<file path="src/rtl/bus_slave_regbank.sv">
// bus_slave_regbank: strobe/ack bus responder with wait states
// in front of a bank of byte-writable 32-bit registers.
//
// Ports:
//   clk_i, rst_i       clock, async active-high reset
//   cs_i, stb_i, we_i  select, request strobe, write enable
//   adr_i, dat_i       byte address, write data
//   sel_i              byte-lane enables
//   ack_o              one-cycle registered acknowledge
//   dat_o              registered read data (held between reads)
module bus_slave_regbank #(
  parameter int          ADDR_W      = 3,
  parameter int          WAIT_CYCLES = 0,
  parameter logic [31:0] ID_VALUE    = 32'h4D495053
) (
  input  logic        clk_i,
  input  logic        rst_i,
  input  logic        cs_i,
  input  logic        stb_i,
  input  logic        we_i,
  input  logic [31:0] adr_i,
  input  logic [31:0] dat_i,
  input  logic [3:0]  sel_i,
  output logic        ack_o,
  output logic [31:0] dat_o
);

  localparam int NREG = 1 << ADDR_W;
  localparam logic [3:0] WAIT_CNT = 4'(WAIT_CYCLES);

  typedef enum logic [1:0] {
    S_IDLE,
    S_WAIT,
    S_ACK,
    S_HOLD
  } state_e;

  state_e state_q, state_d;

  logic [3:0]        cnt_q, cnt_d;
  logic              we_q, we_d;
  logic [ADDR_W-1:0] idx_q, idx_d;
  logic [31:0]       wdat_q, wdat_d;
  logic [3:0]        sel_q, sel_d;
  logic              ack_q;
  logic [31:0]       dat_q;
  logic [31:0]       regs_q [NREG];

  // Transaction view at the commit edge. With no wait
  // states the commit edge is the capture edge, so the
  // live inputs are used instead of the latched copies.
  logic              commit;
  logic              c_we;
  logic [ADDR_W-1:0] c_idx;
  logic [31:0]       c_dat;
  logic [3:0]        c_sel;
  logic [31:0]       rd_val;

  logic unused_adr;
  assign unused_adr = ^{adr_i[31:ADDR_W+2], adr_i[1:0]};

  always_comb begin
    state_d = state_q;
    cnt_d   = cnt_q;
    we_d    = we_q;
    idx_d   = idx_q;
    wdat_d  = wdat_q;
    sel_d   = sel_q;
    commit  = 1'b0;
    c_we    = we_q;
    c_idx   = idx_q;
    c_dat   = wdat_q;
    c_sel   = sel_q;
    unique case (state_q)
      S_IDLE: begin
        if (cs_i && stb_i) begin
          we_d   = we_i;
          idx_d  = adr_i[ADDR_W+1:2];
          wdat_d = dat_i;
          sel_d  = sel_i;
          cnt_d  = WAIT_CNT;
          if (WAIT_CYCLES == 0) begin
            state_d = S_ACK;
            commit  = 1'b1;
            c_we    = we_i;
            c_idx   = adr_i[ADDR_W+1:2];
            c_dat   = dat_i;
            c_sel   = sel_i;
          end else begin
            state_d = S_WAIT;
          end
        end
      end
      S_WAIT: begin
        if (!stb_i) begin
          state_d = S_IDLE;
          cnt_d   = '0;
        end else begin
          cnt_d = cnt_q - 4'd1;
          if (cnt_q == 4'd1) begin
            state_d = S_ACK;
            commit  = 1'b1;
          end
        end
      end
      S_ACK: begin
        state_d = S_HOLD;
      end
      S_HOLD: begin
        if (!stb_i) state_d = S_IDLE;
      end
      default: begin
        state_d = S_IDLE;
      end
    endcase
  end

  always_comb begin
    rd_val = regs_q[c_idx];
    if (c_idx == '0) rd_val = ID_VALUE;
  end

  always_ff @(posedge clk_i or posedge rst_i) begin
    if (rst_i) begin
      state_q <= S_IDLE;
      cnt_q   <= '0;
      we_q    <= 1'b0;
      idx_q   <= '0;
      wdat_q  <= '0;
      sel_q   <= '0;
      ack_q   <= 1'b0;
      dat_q   <= '0;
    end else begin
      state_q <= state_d;
      cnt_q   <= cnt_d;
      we_q    <= we_d;
      idx_q   <= idx_d;
      wdat_q  <= wdat_d;
      sel_q   <= sel_d;
      // ack follows the ACK state by one edge
      ack_q   <= (state_q == S_ACK);
      if (commit && !c_we) dat_q <= rd_val;
    end
  end

  // Register 0 is the read-only ID; its storage stays zero.
  always_ff @(posedge clk_i or posedge rst_i) begin
    if (rst_i) begin
      for (int i = 0; i < NREG; i++) regs_q[i] <= '0;
    end else if (commit && c_we && c_idx != '0) begin
      for (int b = 0; b < 4; b++) begin
        if (c_sel[b]) begin
          regs_q[c_idx][8*b +: 8] <= c_dat[8*b +: 8];
        end
      end
    end
  end

  assign ack_o = ack_q;
  assign dat_o = dat_q;

endmodule

</file>
<file path="config.mk">
export PLATFORM = sky130hd
export DESIGN_NAME = bus_slave_regbank
export DESIGN_NICKNAME = d
export VERILOG_FILES = /design/src/rtl/bus_slave_regbank.sv
export SDC_FILE = /design/constraint.sdc
export NUM_CORES = 1
export LEC_CHECK = 0
export ABC_AREA = 1
export CORE_ASPECT_RATIO = 0.5
export CORE_MARGIN = 4
export CORE_UTILIZATION = 65
export CTS_BUF_LIST = sky130_fd_sc_hd__clkbuf_4
export CTS_CLUSTER_DIAMETER = 50
export DETAILED_ROUTE_END_ITERATION = 16
export GPL_TIMING_DRIVEN = 1
export PLACE_DENSITY = 0.95
export SLEW_MARGIN = 0
export SYNTH_ARGS = -nofsm -noshare
export SYNTH_HDL_FRONTEND = slang
export SYNTH_SLANG_ARGS = --single-unit
</file>
<file path="constraint.sdc">
create_clock -name clk_i -period 33.5 [get_ports clk_i]
set_input_delay 6.7 -clock clk_i [delete_from_list [all_inputs] [get_ports clk_i]]
set_output_delay 6.7 -clock clk_i [all_outputs]
set_load 0.05 [all_outputs]
</file>
==> results.md, run 1 <==
* IR drop worst, VDD at 0.05147 mV
* Sum of negative setup slack at 0 ns
* Worst reg-to-reg setup slack at 29.49 ns
* Hold buffers post-CTS at 0
* Total gr overflow at 0
* Clk sinks at just over 300
* Seq cells post-synth at 303
* Post-synth ARST share at 100.0%
* Area growth, synth to finish at 11.28%
* Critical path endpoint category: register
* Yosys top cell area share at 52.88%
* Synthesis Warnings at 0
* Synth area leaders: dfrtp_1 (53%), nand2_1 (21%), inv_1 (5.0%)
* Yosys top cell by area: dfrtp_1
* ANT nets after route at 0
* Count of final hold-check violations at 0
* Syn nets at around 1900
* Clock buffer count from CTS at 69
* GP Congestion at 0.8583
* Clock skew at 0.04807 ns
* IO buf count at 76
* Critical path launch point: stb_i
* Die span in x at between 200 and 250 um
* Max Freq at slightly below 0.1 GHz
* Seq/Total Area, Yosys at 52.88%
* Resized Gates After CTS at 0
* Die area at 24640 um2
* Vias in the first global route at 12730
* DR vias at around 13000
* Height of the die at 113.0 um
* Netlist cell types at 30
* Postcts setup bufs at 0
* Number of synthesized flops with an enable pin at 0
* Final WL at 38790 um
* Worst min-delay path endpoint: regs_q[127]
* Final period util at 30.20%
* Setup WS pre-CTS at 22.92 ns
* Worst-skew pair later-pin latency at between 0.6 and 0.7 ns
* Lkg Pwr at roughly 8.3 nW
* Largest net degree at the start of global routing at 158
* Max cap viols at 0
* Inst Count DP at between 2000 and 2500
* DR WL/cell at between 15 and 20 um
* WS Path Type: input port to register
* Reg-to-reg startpoint: state_q[0]
* Hold crit path type: register to register
* Worst reg2reg path depth at 9
* Initial Util at about two thirds
* Post-route insts no fill at 2251
* Startpoint types: input port
* Root Driver: clkbuf_4
* GRT Total Usage at roughly 32%
* First-pass GRT wire length at 63250 um
* Result of the run: completed
* Fin. max-slew vios at 0
* # nets final at 1979
* Most frequent cells in the layout: nand2_1 (786), dfrtp_1 (303), inv_1 (191)
* Hold Path Stages at 2
* Pre-antenna DRT Iters at 7
* RSZ-0062 raised after global routing: no
* Worst r2r dst: regs_q[131]
* Pwr dens at approximately 80 nW/um2
* Initial antenna violation count at 1
* Num ports at 106
* DRC Markers at 0
* Fin crit period at 10.12 ns
* Core Box Area at 21680 um2
* DR vias/cell at 5.709
* Starting DRT DRC Count at 1899
* Final setup margin at 23.38 ns
* Crit path DAT at 10.70 ns
* Data required time of the critical path at 34.08 ns
* Syn Inst Count at ~1800
* Primary FF master, synth: dfrtp_1
* Worst Tran Pin Value at 1.047 ns
* CP Max Fanout at 68
* Commonest non-fill, non-tap cell in the layout: nand2_1
* Hold Startpoint: regs_q[127]
* Placed wire-length estimate at 22830 um
* Layout cells sized above 1 at about 9%
* Endpoints failing setup at 0
* Worst-path clk slew at 0.07 ns
* FP Rows at 38
* Mapped Area at 14340 um2
* Longest Clk Path Bufs at 3
* CTS tree: done
* Max_slew headroom at a little under a third
* H-tree lvl count at 3
* Post-synthesis area per instance at around 8 um2
[cell type report]
class | instances | area [um2]
Antenna cell | 1 | 2.502
Clock buffer | 99 | 743.2
Clock inverter | 18 | 122.6
Fill cell | 1468 | 5724
Inverter | 200 | 763.2
Multi-Input combinational cell | 1245 | 5539
Sequential cell | 303 | 7582
Tap cell | 300 | 375.4
Timing Repair Buffer | 85 | 828.3
[sequential cells by signal, indices dropped and copies added (netlist names)]
name / flops
idx_q: 3
sel_q: 4
wdat_q: 32
state_q: 2
dat_o: 32
regs_q: 224
cnt_q: 4
we_q: 1
ack_o: 1
[per-layer routing]
metal  part of all wire [%]  up-vias  track usage (%)  wire length, um
li1                       -     5839                -                -
met1                     38     5955            42.35            14710
met4                    4.5        0            15.48             1762
met5                      0        -                0                0
met2                     44      869            49.37            17260
met3                     13      189            9.632             5059
[worst max-delay path, stage by stage]
cell and delay, ns:
clkdlybuf4s50_1 0.50, nand2_1 0.13, inv_2 0.17, nand2_4 0.37
nand2_1 0.25, nand2_4 0.52, nor2_4 0.95, inv_2 0.36
nor2_4 0.45, nand2_1 0.12, o21ai_0 0.13
[kinds of logic after synthesis]
| kind of cell | after synthesis | synth area share, % |
|---|---|---|
| fa+ha+maj | 2 | 0.1745 |
| xor+xnor | 2 | 0.1222 |
| buf+inv | 281 | 8.560 |
| compound gates | 205 | 7.225 |
| simple gates | 1036 | 31.04 |
| flops | 303 | 52.88 |
[worst max-delay path by stage]
stage | to | slack [ns] | depth (start not counted)
2_1_floorplan | ack_o | 18.43 | 1
3_3_place_gp | regs_q[104] | 22.99 | 10
3_5_place_dp | regs_q[102] | 22.92 | 10
4_1_cts | regs_q[100] | 23.53 | 11
5_1_grt | regs_q[96] | 23.31 | 11
6_report | regs_q[131] | 23.38 | 11
[synth_stat cells (7+ instances only)]
| master | instances |
|---|---|
| nor2_1 | 61 |
| nand2_2 | 7 |
| clkbuf_1 | 17 |
| buf_4 | 21 |
| dfrtp_1 | 303 |
| buf_2 | 35 |
| o21ai_1 | 82 |
| nand2_1 | 786 |
| nor2_4 | 23 |
| nand4_1 | 19 |
| nand3_1 | 117 |
| inv_1 | 192 |
| o21ai_0 | 116 |
[power breakdown]
part	leakage [nW]	internal, mW	switching (mW)
registers	3.48	0.462	0.0392
clock network	0.522	0.151	0.149
logic	4.35	0.124	0.389
[per-stage QoR]
step / power [mW] / util, % / area, um2 / hold WS, ns
3_3_place_gp: 0.9766 / 69.59 / 15090 / 0.4483
2_1_floorplan: 0.8522 / - / 14340 / 0.4367
6_report: 1.314 / 73.60 / 15960 / 0.4730
4_1_cts: 1.297 / 73.59 / 15950 / 0.4745
3_5_place_dp: 0.9984 / 69.59 / 15090 / 0.4539
5_1_grt: 1.386 / 73.60 / 15960 / 0.4907
No activity file was read; power rests on OpenSTA's default activity.
==> run 2: changes to the inputs <==
--- a/config.mk
+++ b/config.mk
@@ -8,12 +8,12 @@
 export ABC_AREA = 1
 export CORE_ASPECT_RATIO = 0.5
 export CORE_MARGIN = 4
-export CORE_UTILIZATION = 65
+export CORE_UTILIZATION = 61
 export CTS_BUF_LIST = sky130_fd_sc_hd__clkbuf_4
 export CTS_CLUSTER_DIAMETER = 50
 export DETAILED_ROUTE_END_ITERATION = 16
 export GPL_TIMING_DRIVEN = 1
-export PLACE_DENSITY = 0.95
+export PLACE_DENSITY = 0.93
 export SLEW_MARGIN = 0
 export SYNTH_ARGS = -nofsm -noshare
 export SYNTH_HDL_FRONTEND = slang
==> constraint.sdc (replaced) <==
create_clock -name clk_i -period 9.6 [get_ports clk_i]
set_input_delay 1.92 -clock clk_i [delete_from_list [all_inputs] [get_ports clk_i]]
set_output_delay 1.92 -clock clk_i [all_outputs]
set_load 0.05 [all_outputs]
==> run 2 against run 1 <==
Effect of this change: largest cell class unchanged; clock skew is 0.012 ns lower; via count is 1.7% lower; routed wire length down 2.5%; worst setup slack worse by 19 ns; cell count is essentially flat; count of clock-buffer cells in the layout fell by 3; first-iteration DRC count shrank 11%; highest routed layer unchanged; combinational power increased to 3.5 times the previous value; largest power group unchanged; critical path type unchanged; global-route usage is 2.4 points lower.
==> results.md, run 2 (same netlist as run 1, synthesis figures left out) <==
* Result of the run: completed
* Root Driver: clkbuf_4
* Top cell by count, worst path: nand2_1
* DR vias/cell at 5.618 (-1.6%)
* Max cap viols at 0 (unchanged)
* Critical path capture point: regs_q[88]
* Clock buffer count from CTS at 68 (-1.4%)
* GRT met1 Usage at 40.00% (-2.3 points)
* Critical path's slowest cell: nor2_4
* Largest register by flop count: regs_q
* FP Rows at 39 (+2.6%)
* Postcts setup bufs at 0 (unchanged)
* Total gr overflow at 0 (unchanged)
* DR WL/cell at 16.82 um (-2.4%)
* Commonest non-fill, non-tap cell in the layout: nand2_1
* H-tree lvl count at 3 (unchanged)
* Die area at 26170 um2 (+6.2%)
* Most frequent cells in the layout: nand2_1 (786), dfrtp_1 (303), inv_1 (191)
* DR vias at 12630 (-1.7%)
* # nets final at 1978 (-0.051%)
* Hold crit path type: register to register
* Longest Clk Path Bufs at 3 (unchanged)
* ANT nets after route at 0 (unchanged)
* Reg-to-reg startpoint: state_q[0]
* Max reg flops at 224 (unchanged)
* Final WL at 37820 um (-2.5%)
* Inst Count DP at 2140 (+0.33%)
* GR Util met3 at 7.534% (-2.1 points)
* IO buf count at 76 (unchanged)
* Hold buffers post-CTS at 0 (unchanged)
* Post-layout util at 69.41% (-4.2 points)
* Worst reg2reg path depth at 12 (+3)
* Max_slew headroom at 27.15% (-3.0 points)
* Startpoint types: input port
* Worst r2r dst: regs_q[88]
* CP Max Fanout at 51 (-25%)
* Resized Gates After CTS at 0 (unchanged)
* Pwr dens at 285.2 nW/um2 (+250%)
* Lkg Pwr at 8.327 nW (-0.23%)
* Area growth, synth to finish at 11.26% (about the same)
* Fin. max-slew vios at 0 (unchanged)
* IR drop worst, VDD at 0.2081 mV (+300%)
* Vias in the first global route at 12580 (-1.2%)
* Count of final hold-check violations at 0 (unchanged)
* WS Path Type: input port to register
* Initial Util at 62.39% (-3.7 points)
* Data required time of the critical path at 10.19 ns (-23.89 ns)
* Starting DRT DRC Count at 1681 (-11%)
* Placed wire-length estimate at 22150 um (-3.0%)
* CTS tree: done
* Grt peak-use layer: met2
* RSZ-0062 raised after global routing: no
* Endpoints failing setup at 0 (unchanged)
* Crit-path max cell delay at 1.00 ns (+0.05 ns)
* Post-route insts no fill at 2249 (-0.089%)
* Crit path DAT at 5.94 ns (-4.76 ns)
* Filler cells at 1605 (+9.3%)
* Final period util at 55.70%
* Clk sinks at 303 (unchanged)
* First-pass GRT wire length at 62590 um (-1.0%)
* Layout cells sized above 1 at 8.810% (-0.22 points)
* Worst reg-to-reg setup slack at 5.59 ns (-23.90 ns)
* Num ports at 106 (unchanged)
* Initial antenna violation count at 1 (unchanged)
* Critical path launch point: stb_i
* Worst Tran Pin Value at 1.090 ns (+0.04280 ns)
* Worst-path clk slew at 0.08 ns (about the same)
* Largest net degree at the start of global routing at 152 (-3.8%)
* Total power at 4.549 mW (+250%)
* Sum of negative setup slack at 0 ns (unchanged)
* Clock skew at 0.03570 ns (-0.01236 ns)
* Met2 usage at 46.58% (-2.8 points)
* Die span in x at 224.8 um (+3.1%)
* Final hold slack at 0.4727 ns (-0.0002370 ns)
* GP Congestion at 0.8540 (-0.50%)
* Critical path endpoint category: register
* Height of the die at 116.4 um (+3.0%)
* DRC Markers at 0 (unchanged)
* GRT Total Usage at 29.69% (-2.4 points)
* Core Box Area at 22980 um2 (+6.0%)
* Pre-antenna DRT Iters at 6 (-1)
* Fin crit period at 5.347 ns
* Max Freq at 0.1870 GHz
* CP Cell Sequence: clkdlybuf4s50_1 -> nand2_1 -> inv_2 -> nand2_4 -> nand2_1 -> nand2_2 -> nor2_4 -> nand2_4 -> nand2_1 -> nor2_4 -> buf_4 -> nand2_1 -> nand2_1 -> nand2_1
* Worst-skew pair later-pin latency at 0.67 ns (about the same)
run 2: cell count changes in the layout (fill, tap and decap cells not counted), sizes merged:
cell / previous run / this run
clkbuf: 99 / 96
inv: 203 / 201
clkinvlp: 0 / 1
clkinv: 13 / 7
bufinv: 2 / 3
run 2: area by class of cell:
| cell class | count | area, um2 | share of cell area, % |
|---|---|---|---|
| diodes | 1 | 2.502 | 0.01569 |
| clock inverters | 12 | 123.9 | 0.7765 |
| flip-flops and latches | 303 | 7582 | 47.53 |
| repair buffers | 85 | 840.8 | 5.271 |
| inverters | 200 | 759.5 | 4.761 |
| multi-input cells | 1245 | 5539 | 34.72 |
| clock buffers | 96 | 720.7 | 4.518 |
| well taps | 307 | 384.1 | 2.408 |
run 2: layer usage:
layer	vias to the layer above	share of wire, %
li1	5845	-
met3	158	12
met5	-	0
met2	797	45
met1	5834	39
met4	0	3.5
run 2: critical path: cells and delay by family:
family	cells	cell delay [ns]
buffers and inverters	3	0.99
and+or+nand+nor	11	2.96
run 2: worst min-delay path by stage:
| stage | from | end | slack, ns | cells past startpoint |
|---|---|---|---|---|
| after floorplan | regs_q[216] | regs_q[216] | 0.44 | 2 |
| after global routing | regs_q[218] | regs_q[218] | 0.49 | 2 |
| final | regs_q[27] | regs_q[27] | 0.47 | 2 |
| after global placement | regs_q[222] | regs_q[222] | 0.45 | 2 |
| after detailed placement | regs_q[218] | regs_q[218] | 0.46 | 2 |
| after CTS | regs_q[218] | regs_q[218] | 0.47 | 2 |
run 2: stage by stage:
step / cell area [um2] / setup slack (ns)
2_1_floorplan: 14340 / 3.651
3_3_place_gp: 15110 / 3.860
3_5_place_dp: 15110 / 3.738
4_1_cts: 15950 / 4.388
5_1_grt: 15950 / 4.063
6_report: 15950 / 4.253
run 2: where the power goes:
group	internal, mW	switching [mW]
combinational	0.432	1.34
sequential	1.61	0.133
clock	0.537	0.497
